**src/rtl/xgmii2gmii.sv**
```systemverilog
// XGMII (72-bit {txc,txd}) to GMII transmit serializer fed from an external FIFO.
// Define XGMII2GMII_STATS_EN to build the frame/underrun statistics counters.
module xgmii2gmii #(
  parameter int IFG_MIN = 12,
  parameter int CNT_W   = 32
) (
  input  logic             gmii_clk,
  input  logic             sys_rst,
  input  logic [71:0]      txq_dout,
  input  logic             txq_empty,
  output logic             txq_rd_en,
  output logic             gmii_tx_en,
  output logic [7:0]       gmii_txd,
  output logic             gmii_tx_er,
  output logic [CNT_W-1:0] frame_count,
  output logic [CNT_W-1:0] underrun_count
);

  // state  | meaning
  // IDLE   | wait for a word, issue read
  // FETCH  | inspect fetched word, start frame on FB in lane 0
  // DATA   | serialise one lane per cycle, prefetch at lane 6
  // DROP   | discard words after underrun until one holds FD
  // IFG    | hold tx_en low until the gap counter expires
  typedef enum logic [2:0] {S_IDLE, S_FETCH, S_DATA, S_DROP, S_IFG} state_t;

  // IDLE+FETCH (and the extra error cycle on underrun) already count as low cycles.
  localparam int IFG_LD_TERM = (IFG_MIN > 3) ? IFG_MIN - 3 : 0;
  localparam int IFG_LD_UNDR = (IFG_MIN > 2) ? IFG_MIN - 2 : 0;

  state_t      r_state, w_state_nx;
  logic [71:0] r_word;
  logic [2:0]  r_idx, w_idx_nx;
  logic        r_underrun, w_underrun_nx;
  logic        r_drop_vld, w_drop_vld_nx;
  logic [15:0] r_ifg;
  logic        r_tx_en, w_tx_en_nx;
  logic [7:0]  r_txd, w_txd_nx;
  logic        r_tx_er, w_tx_er_nx;
  logic        w_rd_en, w_load, w_ld_term, w_ld_undr;
  logic        w_frame_inc, w_undr_inc;
  logic        w_start, w_dout_fd, w_fd67, w_lane_c;
  logic [7:0]  w_ctrl, w_lane_d;

  assign w_ctrl   = r_word[71:64];
  assign w_lane_c = w_ctrl[r_idx];
  assign w_lane_d = r_word[{r_idx, 3'b000} +: 8];
  assign w_start  = txq_dout[64] && (txq_dout[7:0] == 8'hFB);
  assign w_fd67   = (r_word[70] && (r_word[55:48] == 8'hFD)) ||
                    (r_word[71] && (r_word[63:56] == 8'hFD));

  always_comb begin
    w_dout_fd = 1'b0;
    for (int i = 0; i < 8; i++)
      if (txq_dout[64+i] && (txq_dout[8*i +: 8] == 8'hFD)) w_dout_fd = 1'b1;
  end

  always_comb begin
    w_state_nx    = r_state;
    w_idx_nx      = r_idx;
    w_underrun_nx = r_underrun;
    w_drop_vld_nx = 1'b0;
    w_rd_en       = 1'b0;
    w_load        = 1'b0;
    w_ld_term     = 1'b0;
    w_ld_undr     = 1'b0;
    w_frame_inc   = 1'b0;
    w_undr_inc    = 1'b0;
    w_tx_en_nx    = 1'b0;
    w_txd_nx      = 8'h00;
    w_tx_er_nx    = 1'b0;
    case (r_state)
      S_IDLE: begin
        if (!txq_empty) begin
          w_rd_en    = 1'b1;
          w_state_nx = S_FETCH;
        end
      end
      S_FETCH: begin
        if (w_start) begin
          w_load        = 1'b1;
          w_tx_en_nx    = 1'b1;
          w_txd_nx      = 8'h55;
          w_idx_nx      = 3'd1;
          w_underrun_nx = 1'b0;
          w_state_nx    = S_DATA;
        end else begin
          w_state_nx = S_IDLE;
        end
      end
      S_DATA: begin
        if ((r_idx == 3'd0) && r_underrun) begin
          w_tx_en_nx    = 1'b1;
          w_tx_er_nx    = 1'b1;
          w_undr_inc    = 1'b1;
          w_ld_undr     = 1'b1;
          w_underrun_nx = 1'b0;
          w_state_nx    = S_DROP;
        end else if (w_lane_c && (w_lane_d == 8'hFD)) begin
          w_frame_inc = 1'b1;
          w_ld_term   = 1'b1;
          w_idx_nx    = 3'd0;
          w_state_nx  = S_IFG;
        end else begin
          w_tx_en_nx = 1'b1;
          w_tx_er_nx = w_lane_c;
          w_txd_nx   = w_lane_c ? 8'hFE : w_lane_d;
          w_idx_nx   = r_idx + 3'd1;
          if ((r_idx == 3'd6) && !w_fd67) begin
            if (!txq_empty) w_rd_en = 1'b1;
            else            w_underrun_nx = 1'b1;
          end
          if ((r_idx == 3'd7) && !r_underrun) w_load = 1'b1;
        end
      end
      S_DROP: begin
        if (r_drop_vld && w_dout_fd) begin
          w_state_nx = S_IFG;
        end else if (!txq_empty) begin
          w_rd_en       = 1'b1;
          w_drop_vld_nx = 1'b1;
        end
      end
      S_IFG: begin
        if (r_ifg == 16'd0) w_state_nx = S_IDLE;
      end
      default: w_state_nx = S_IDLE;
    endcase
  end

  always_ff @(posedge gmii_clk) begin
    if (sys_rst) begin
      r_state    <= S_IDLE;
      r_word     <= '0;
      r_idx      <= '0;
      r_underrun <= 1'b0;
      r_drop_vld <= 1'b0;
      r_ifg      <= '0;
      r_tx_en    <= 1'b0;
      r_txd      <= 8'h00;
      r_tx_er    <= 1'b0;
    end else begin
      r_state    <= w_state_nx;
      r_idx      <= w_idx_nx;
      r_underrun <= w_underrun_nx;
      r_drop_vld <= w_drop_vld_nx;
      r_tx_en    <= w_tx_en_nx;
      r_txd      <= w_txd_nx;
      r_tx_er    <= w_tx_er_nx;
      if (w_load) r_word <= txq_dout;
      if (w_ld_term)           r_ifg <= 16'(IFG_LD_TERM);
      else if (w_ld_undr)      r_ifg <= 16'(IFG_LD_UNDR);
      else if (r_ifg != 16'd0) r_ifg <= r_ifg - 16'd1;
    end
  end

  assign txq_rd_en  = w_rd_en & ~sys_rst;
  assign gmii_tx_en = r_tx_en;
  assign gmii_txd   = r_txd;
  assign gmii_tx_er = r_tx_er;

`ifdef XGMII2GMII_STATS_EN
  logic [CNT_W-1:0] r_frame_cnt, r_undr_cnt;

  always_ff @(posedge gmii_clk) begin
    if (sys_rst) begin
      r_frame_cnt <= '0;
      r_undr_cnt  <= '0;
    end else begin
      if (w_frame_inc) r_frame_cnt <= r_frame_cnt + CNT_W'(1);
      if (w_undr_inc)  r_undr_cnt  <= r_undr_cnt + CNT_W'(1);
    end
  end

  assign frame_count    = r_frame_cnt;
  assign underrun_count = r_undr_cnt;
`else
  logic w_unused_stats;
  assign w_unused_stats = w_frame_inc | w_undr_inc;
  assign frame_count    = '0;
  assign underrun_count = '0;
`endif

endmodule

```
**config.mk**
```make
export PLATFORM = sky130hd
export DESIGN_NAME = xgmii2gmii
export DESIGN_NICKNAME = d
export VERILOG_FILES = /design/src/rtl/xgmii2gmii.sv
export SDC_FILE = /design/constraint.sdc
export NUM_CORES = 1
export LEC_CHECK = 0
export ABC_AREA = 0
export CAP_MARGIN = 30
export CORE_AREA = 5 5 144 146
export CTS_CLUSTER_DIAMETER = 50
export DETAILED_ROUTE_END_ITERATION = 12
export DIE_AREA = 0 0 149 151
export DONT_BUFFER_PORTS = 1
export PLACE_DENSITY = 0.55
export SYNTH_ARGS = -nofsm -noshare
export SYNTH_HDL_FRONTEND = slang
export SYNTH_SLANG_ARGS = --single-unit
```
**constraint.sdc**
```tcl
create_clock -name gmii_clk -period 3 [get_ports gmii_clk]
set_clock_uncertainty 0.1 [all_clocks]
set_input_delay 0.15 -clock gmii_clk [delete_from_list [all_inputs] [get_ports gmii_clk]]
set_output_delay 0.15 -clock gmii_clk [all_outputs]
set_load 0.02 [all_outputs]
```
## Word level (Yosys, flattened, before mapping)

Index checks and enable logic that the tools add are counted.

| storage, ports and cells | value |
|---|---|
| bits in registers | 106 |
| input port bits | 75 |
| output and inout port bits | 75 |
| logic and storage cells | 135 |

| operators by class | value |
|---|---|
| $add $sub $neg | 2 |
| $lt $le $gt $ge | 1 |
| equal/unequal tests | 27 |
| shift operators | 1 |
| muxes and demuxes | 56 |
| bitwise gates (word level) | 4 |
| reduce and logical (&&, ||, !) cells | 33 |

Operators by type and width:

| kind | number |
|---|---|
| 8-bit equality test, second input constant | 12 |
| 72-bit by 7-bit variable part select with 8-bit output | 1 |
| 1-bit 2-to-1 mux | 32 |
| 3-bit 2-to-1 mux | 8 |
| 8-bit 2-to-1 mux | 3 |
| 1-bit logical AND | 16 |
| 16-bit logical NOT | 1 |
| 8-bit case mux with 2 select lines | 1 |
| 16-bit nonzero test | 1 |
| 16-bit by 1-bit subtractor with 16-bit output, second input constant | 1 |
| 3-bit case mux with 5 select lines | 1 |
| 4-bit 2-to-1 mux | 3 |
| 3-bit inequality test, second input constant | 4 |
| 2-bit inequality test, second input constant | 5 |
| 3-bit equality test, second input constant | 3 |
| 7-bit 2-to-1 mux | 1 |
| 3-bit by 2-bit equality test with 1-bit output, second input constant | 2 |
| 3-bit logical NOT | 2 |
| 1-bit case mux with 2 select lines | 3 |
| 3-bit case mux with 2 select lines | 1 |
| 2-bit OR reduction | 3 |
| 5-bit AND reduction | 1 |
| 3-bit by 4-bit less-than comparator with 1-bit output, second input constant | 1 |
| 4-bit AND reduction | 1 |
| other kinds (13) | 17 |

## Longest topological paths before layout

| depth | value |
|---|---|
| depth after elaboration | 14 |
| depth in mapped cells | 10 |
| mapped depth without buffers | 8 |

## Worst setup path before layout

OpenSTA, ideal clock, no wires.

| path | value |
|---|---|
| path type | flip-flop to output port |
| start | register r_idx[0] |
| end | output txq_rd_en |
| arrival time | 2.249 ns |
| required time | 2.750 ns |
| setup slack | 0.501 ns |
| stages on the path, launching flop included | 9 |
| buffers on the path | 2 |
| path through | dfxtp_1 -> buf_6 -> mux4_2 -> mux2_2 -> and4bb_1 -> nand3b_2 -> buf_4 -> nand2_1 -> o22ai_1 |

| on the way | value |
|---|---|
| word-level cells in the longest chain between the ends | 7 |
| elaborated cells on any way between the ends | 14 |
| those cells by class | 2 x eq/ne; 1 x shift; 6 x mux; 1 x bitwise; 4 x reduce/logical |

Ends and longest elaborated chain:

| what | line | text |
|---|---|---|
| start, declared | 33 | `logic [2:0] r_idx, w_idx_nx;` |
| start signal, assigned | 144 | `r_idx <= w_idx_nx;` |
| 72-bit by 7-bit variable part select with 8-bit output, or another cell as far along | 47 | `assign w_lane_d = r_word[{r_idx, 3'b000} +: 8];` |
| 8-bit equality test, or another cell as far along | 99 | `end else if (w_lane_c && (w_lane_d == 8'hFD)) begin` |
| 1-bit logical AND or 1-bit 2-to-1 mux (tied branches) | 99, 109 |  |
| 1-bit 2-to-1 mux | 99 |  |
| 1-bit 2-to-1 mux (*) | 92 | `if ((r_idx == 3'd0) && r_underrun) begin` |
| 1-bit case mux with 3 select lines (*) | 72 | `case (r_state)` |
| 1-bit AND (*) | 157 | `assign txq_rd_en = w_rd_en & ~sys_rst;` |
| end, declared | 11 | `output logic txq_rd_en,` |

Every way passes the cells marked *; elsewhere a longest branch is shown, timed or not. The select of a mux whose other input is x is not followed.

## Final worst setup path

Same ends and word-level chain as after synthesis.

==> metrics.md <==
| Metric | Value |
|---|---|
| FF-to-FF End | r_word[32]$_SDFFE_PP0P_ |
| Met2 GRT Util | 21.4% |
| Fin worst setup slack | 0.0904 ns |
| Diodes inserted | 0 |
| Final Hold Fails | 0 |
| GRT Max-Usage Layer | met2 |
| First-pass GRT wire length | 23.6 mm |
| Clk_lat worst skew | 0.36 ns |
| Met1 usage | 18.4% |
| Setup crit start kind | flop |
| Post-Route WL | 15.4 mm |
| Clk slew on worst S/H paths | 0.08 ns |
| Warning count from the yosys run | 0 |
| Crit-path max cell delay | 0.50 ns |
| Minimum clock period | 2.91 ns |
| Dominant synthesized flop cell | dfxtp_1 |
| Comb power frac | 18.6% |
| Setup crit end kind | primary output |
| F_max | 344 MHz |
| Worst slew pin tran | 0.887 ns |
| Reg power frac | 47.2% |
| Setup repair bufs after CTS | 0 |
| Detailed Place HPWL | 10.9 mm |
| Crit path DAT | 2.66 ns |
| Clock power share | 34.2% |
| Final Max Slew Viols | 0 |
| GRT overflow | 0 |
| Post-synth EDFFs | 0 |
| Total power | 0.00335 W |
| Ys async rst share | 0% |
| 1st-iter DRT viols | 307 |
| Multi-input gate area | 3100 sq um |
| Final Cell Area | 6810 sq um |
| Final #Nets | 779 |
| Core ar. | 19300 sq um |
| Lkg Pwr | 3.09 nW |
| Antenna Nets Post-Route | 0 |
| Worst-case clock buffer depth | 2 |
| Period utilisation layout | 97.0% |
| H-tree levels | 3 |
| TritonCTS clock tree | done |
| P_int | 0.00234 W |
| Setup Crit Path Kind | flop to primary output |
| Clock sinks | 106 |
| I/O pin total | 150 |
| Slew margin rel. | 39.3% |
| CTS Buf Count | 9 |
| Drt pass-1 iters | 5 |
| Flops & latches, synth | 106 |
| Vias per cell | 4.51 |
| Peak VDD IR | 0.285 mV |
| R2R setup slack | 0.31 ns |
| Port Buffer Count | 0 |
| Number of fill cells | 2030 |
| Setup WS pre-CTS | 0.279 ns |
| Hold path cells | 2 |
| Synth Area per Inst | 8.95 sq um |
| Routability cong. | 0.820 |
| CP Data Required Time | 2.75 ns |
| Die Height | 151 um |
| Post-Synthesis Cell Area | 5710 sq um |
| Layout cells sized above 1 | 7.95% |
| Area Growth Syn to Fin | 19.2% |
| Vias in the first global route | 4342 |
| Root Buffer Master | clkbuf_16 |
| Max-capacitance violation count | 0 |
| Sequential Area | 2130 sq um |
| Pwr/cell area | 493 nW/um^2 |
| Full die area | 22500 sq um |
| Dpl cell area | 5690 sq um |
| Run status | completed |
| Sw power | 0.00101 W |
| Hold path startpoint | sys_rst |
| Slowest cell on crit path | mux4_2 |
| Worst r2r path cells | 8 |
| Pin count of the biggest net entering global routing | 72 |
| Net Sw Frac | 30.2% |
| Final setup vio count | 0 |
| Worst reg2reg path startpoint | r_idx[0]$_SDFFE_PP0P_ |
| Cells after Synth | 638 |
| Cells along the critical path | buf_12 > mux4_2 > mux2_2 > and4bb_1 > nand3b_4 > buf_4 > nand2_1 > o22ai_2 > buf_6 |
| Yosys cell types | 53 |
| Starting Density | 29.6% |
| Sequential element share of the synthesized area | 37.1% |
| Die Width | 149 um |
| GRT Total Usage | 13.5% |
| Hold_ws | 0.131 ns |
| Max Fanout on Critical Path | 7 |
| GR met3 Demand/Resource | 3.68% |
| Drt drc | 0 |
| Row cnt | 51 |
| Worst Hold End | r_state[2]$_SDFFE_PP0P_ |
| Class of the worst hold path | input port to flop |
| WL/cell | 15.9 um |
| Via count | 4375 |
| Initial antenna violation count | 0 |
-- layout by cell type, fill, tap and decap left out, drive strengths merged, types with 4 or more instances in the layout --
cell type      n
dfxtp        106
mux4          18
clkbuf        11
buf           10
ha             5
xor2           4
xnor2          8
or4            4
nand3         10
dlygate4sd3   74
mux2i         81
conb          64
inv           14
a21oi         18
nand3b         9
nand4          9
nor2          26
nor3          13
nor4           8
nand2        171
-- worst max path at each step --
stage	startpoint	end	slack (ns)	depth (start not counted)
final	r_idx[0]$_SDFFE_PP0P_	txq_rd_en	0.09	9
after global routing	r_idx[0]$_SDFFE_PP0P_	txq_rd_en	-0.01	9
after CTS	r_idx[0]$_SDFFE_PP0P_	txq_rd_en	0.02	9
after detailed placement	r_idx[0]$_SDFFE_PP0P_	r_word[28]$_SDFFE_PP0P_	0.28	8
after global placement	r_idx[0]$_SDFFE_PP0P_	r_word[42]$_SDFFE_PP0P_	0.36	8
after floorplan	r_idx[0]$_SDFFE_PP0P_	txq_rd_en	0.50	8
-- critical path: cells and delay by family (launching register included) --
family,cells,cell delay (ns)
simple gates,3,0.48
compound gates,1,0.19
flops,1,0.39
buf+inv,3,0.43
mux,2,0.80
-- stage by stage --
stage	setup TNS, ns	instances	utilization (%)
CTS	0	968	35.1
global route	-0.0106	969	35.3
global placement	0	877	29.5
finish	0	969	35.3
detailed placement	0	877	29.5
floorplan	0	701	-
-- cells by family (layout without fill, tap and decap cells) --
logic type | after synthesis | after routing | share of synthesized area, %
AOI/OAI and AO/OA | 41 | 41 | 4.77
xor gates and xnor gates | 12 | 12 | 1.84
adders and majority gates | 5 | 5 | 1.10
buffers and inverters | 111 | 114 | 13.4
DFF | 106 | 106 | 37.1
muxes | 100 | 100 | 21.6
other | 1 | 64 | 0.0656
and+or+nand+nor | 262 | 262 | 20.1
-- Yosys cell counts (5+ instances only) --
cell type / number / share of area (%)
mux4_2: 18 / 7.1
nand3_1: 10 / 0.88
xnor2_1: 8 / 1.2
buf_8: 6 / 1.6
nor3_1: 13 / 1.1
nor2_1: 26 / 1.7
mux2i_1: 80 / 14
clkbuf_1: 21 / 1.4
nand4_1: 9 / 0.99
buf_4: 67 / 8.8
ha_1: 5 / 1.1
nand3b_1: 8 / 1.1
a21oi_1: 17 / 1.5
nor4_1: 8 / 0.88
nand2_1: 171 / 11
inv_1: 10 / 0.66
dfxtp_1: 106 / 37
-- state kept, by name, summed over array words and instances, names as in the netlist --
| name | count |
|---|---|
| gmii_txd | 8 |
| r_drop_vld | 1 |
| gmii_tx_er | 1 |
| r_ifg | 16 |
| r_state | 3 |
| r_idx | 3 |
| r_word | 72 |
| r_underrun | 1 |
| gmii_tx_en | 1 |
-- cell type report --
cell class	count	share of cell area (%)
timing repair buffer	86	13.6
clock buffer	10	3.36
sequential	106	31.2
multi-input combinational	484	45.5
tap	265	4.87
inverter	12	0.698
clock inverter	6	0.753
-- power by group through the flow --
stage               logic [W]  clock network, W  registers [W]
finish               0.000624           0.00115        0.00158
global route         0.000706           0.00123        0.00160
CTS                  0.000624           0.00117        0.00158
detailed placement   0.000537                 0        0.00161
global placement     0.000535                 0        0.00161
floorplan            0.000543                 0        0.00159
-- repair_timing --
| action | in CTS | in global routing |
|---|---|---|
| pin swaps | 0 | 1 |
| resized for setup | 2 | 6 |
| endpoints found under the hold margin | 86 | 0 |
| gates cloned | 1 | 1 |
| hold buffers | 74 | 0 |
| setup endpoints to repair | 1 | 1 |
-- per-layer routing --
metal  share of wire, %  vias to the layer above
li1                   -                     2173
met1                 46                     2053
met2                 47                      135
met3                5.9                       14
met4                1.3                        0
met5                  0                        -
(Power assumes the default switching activity.)
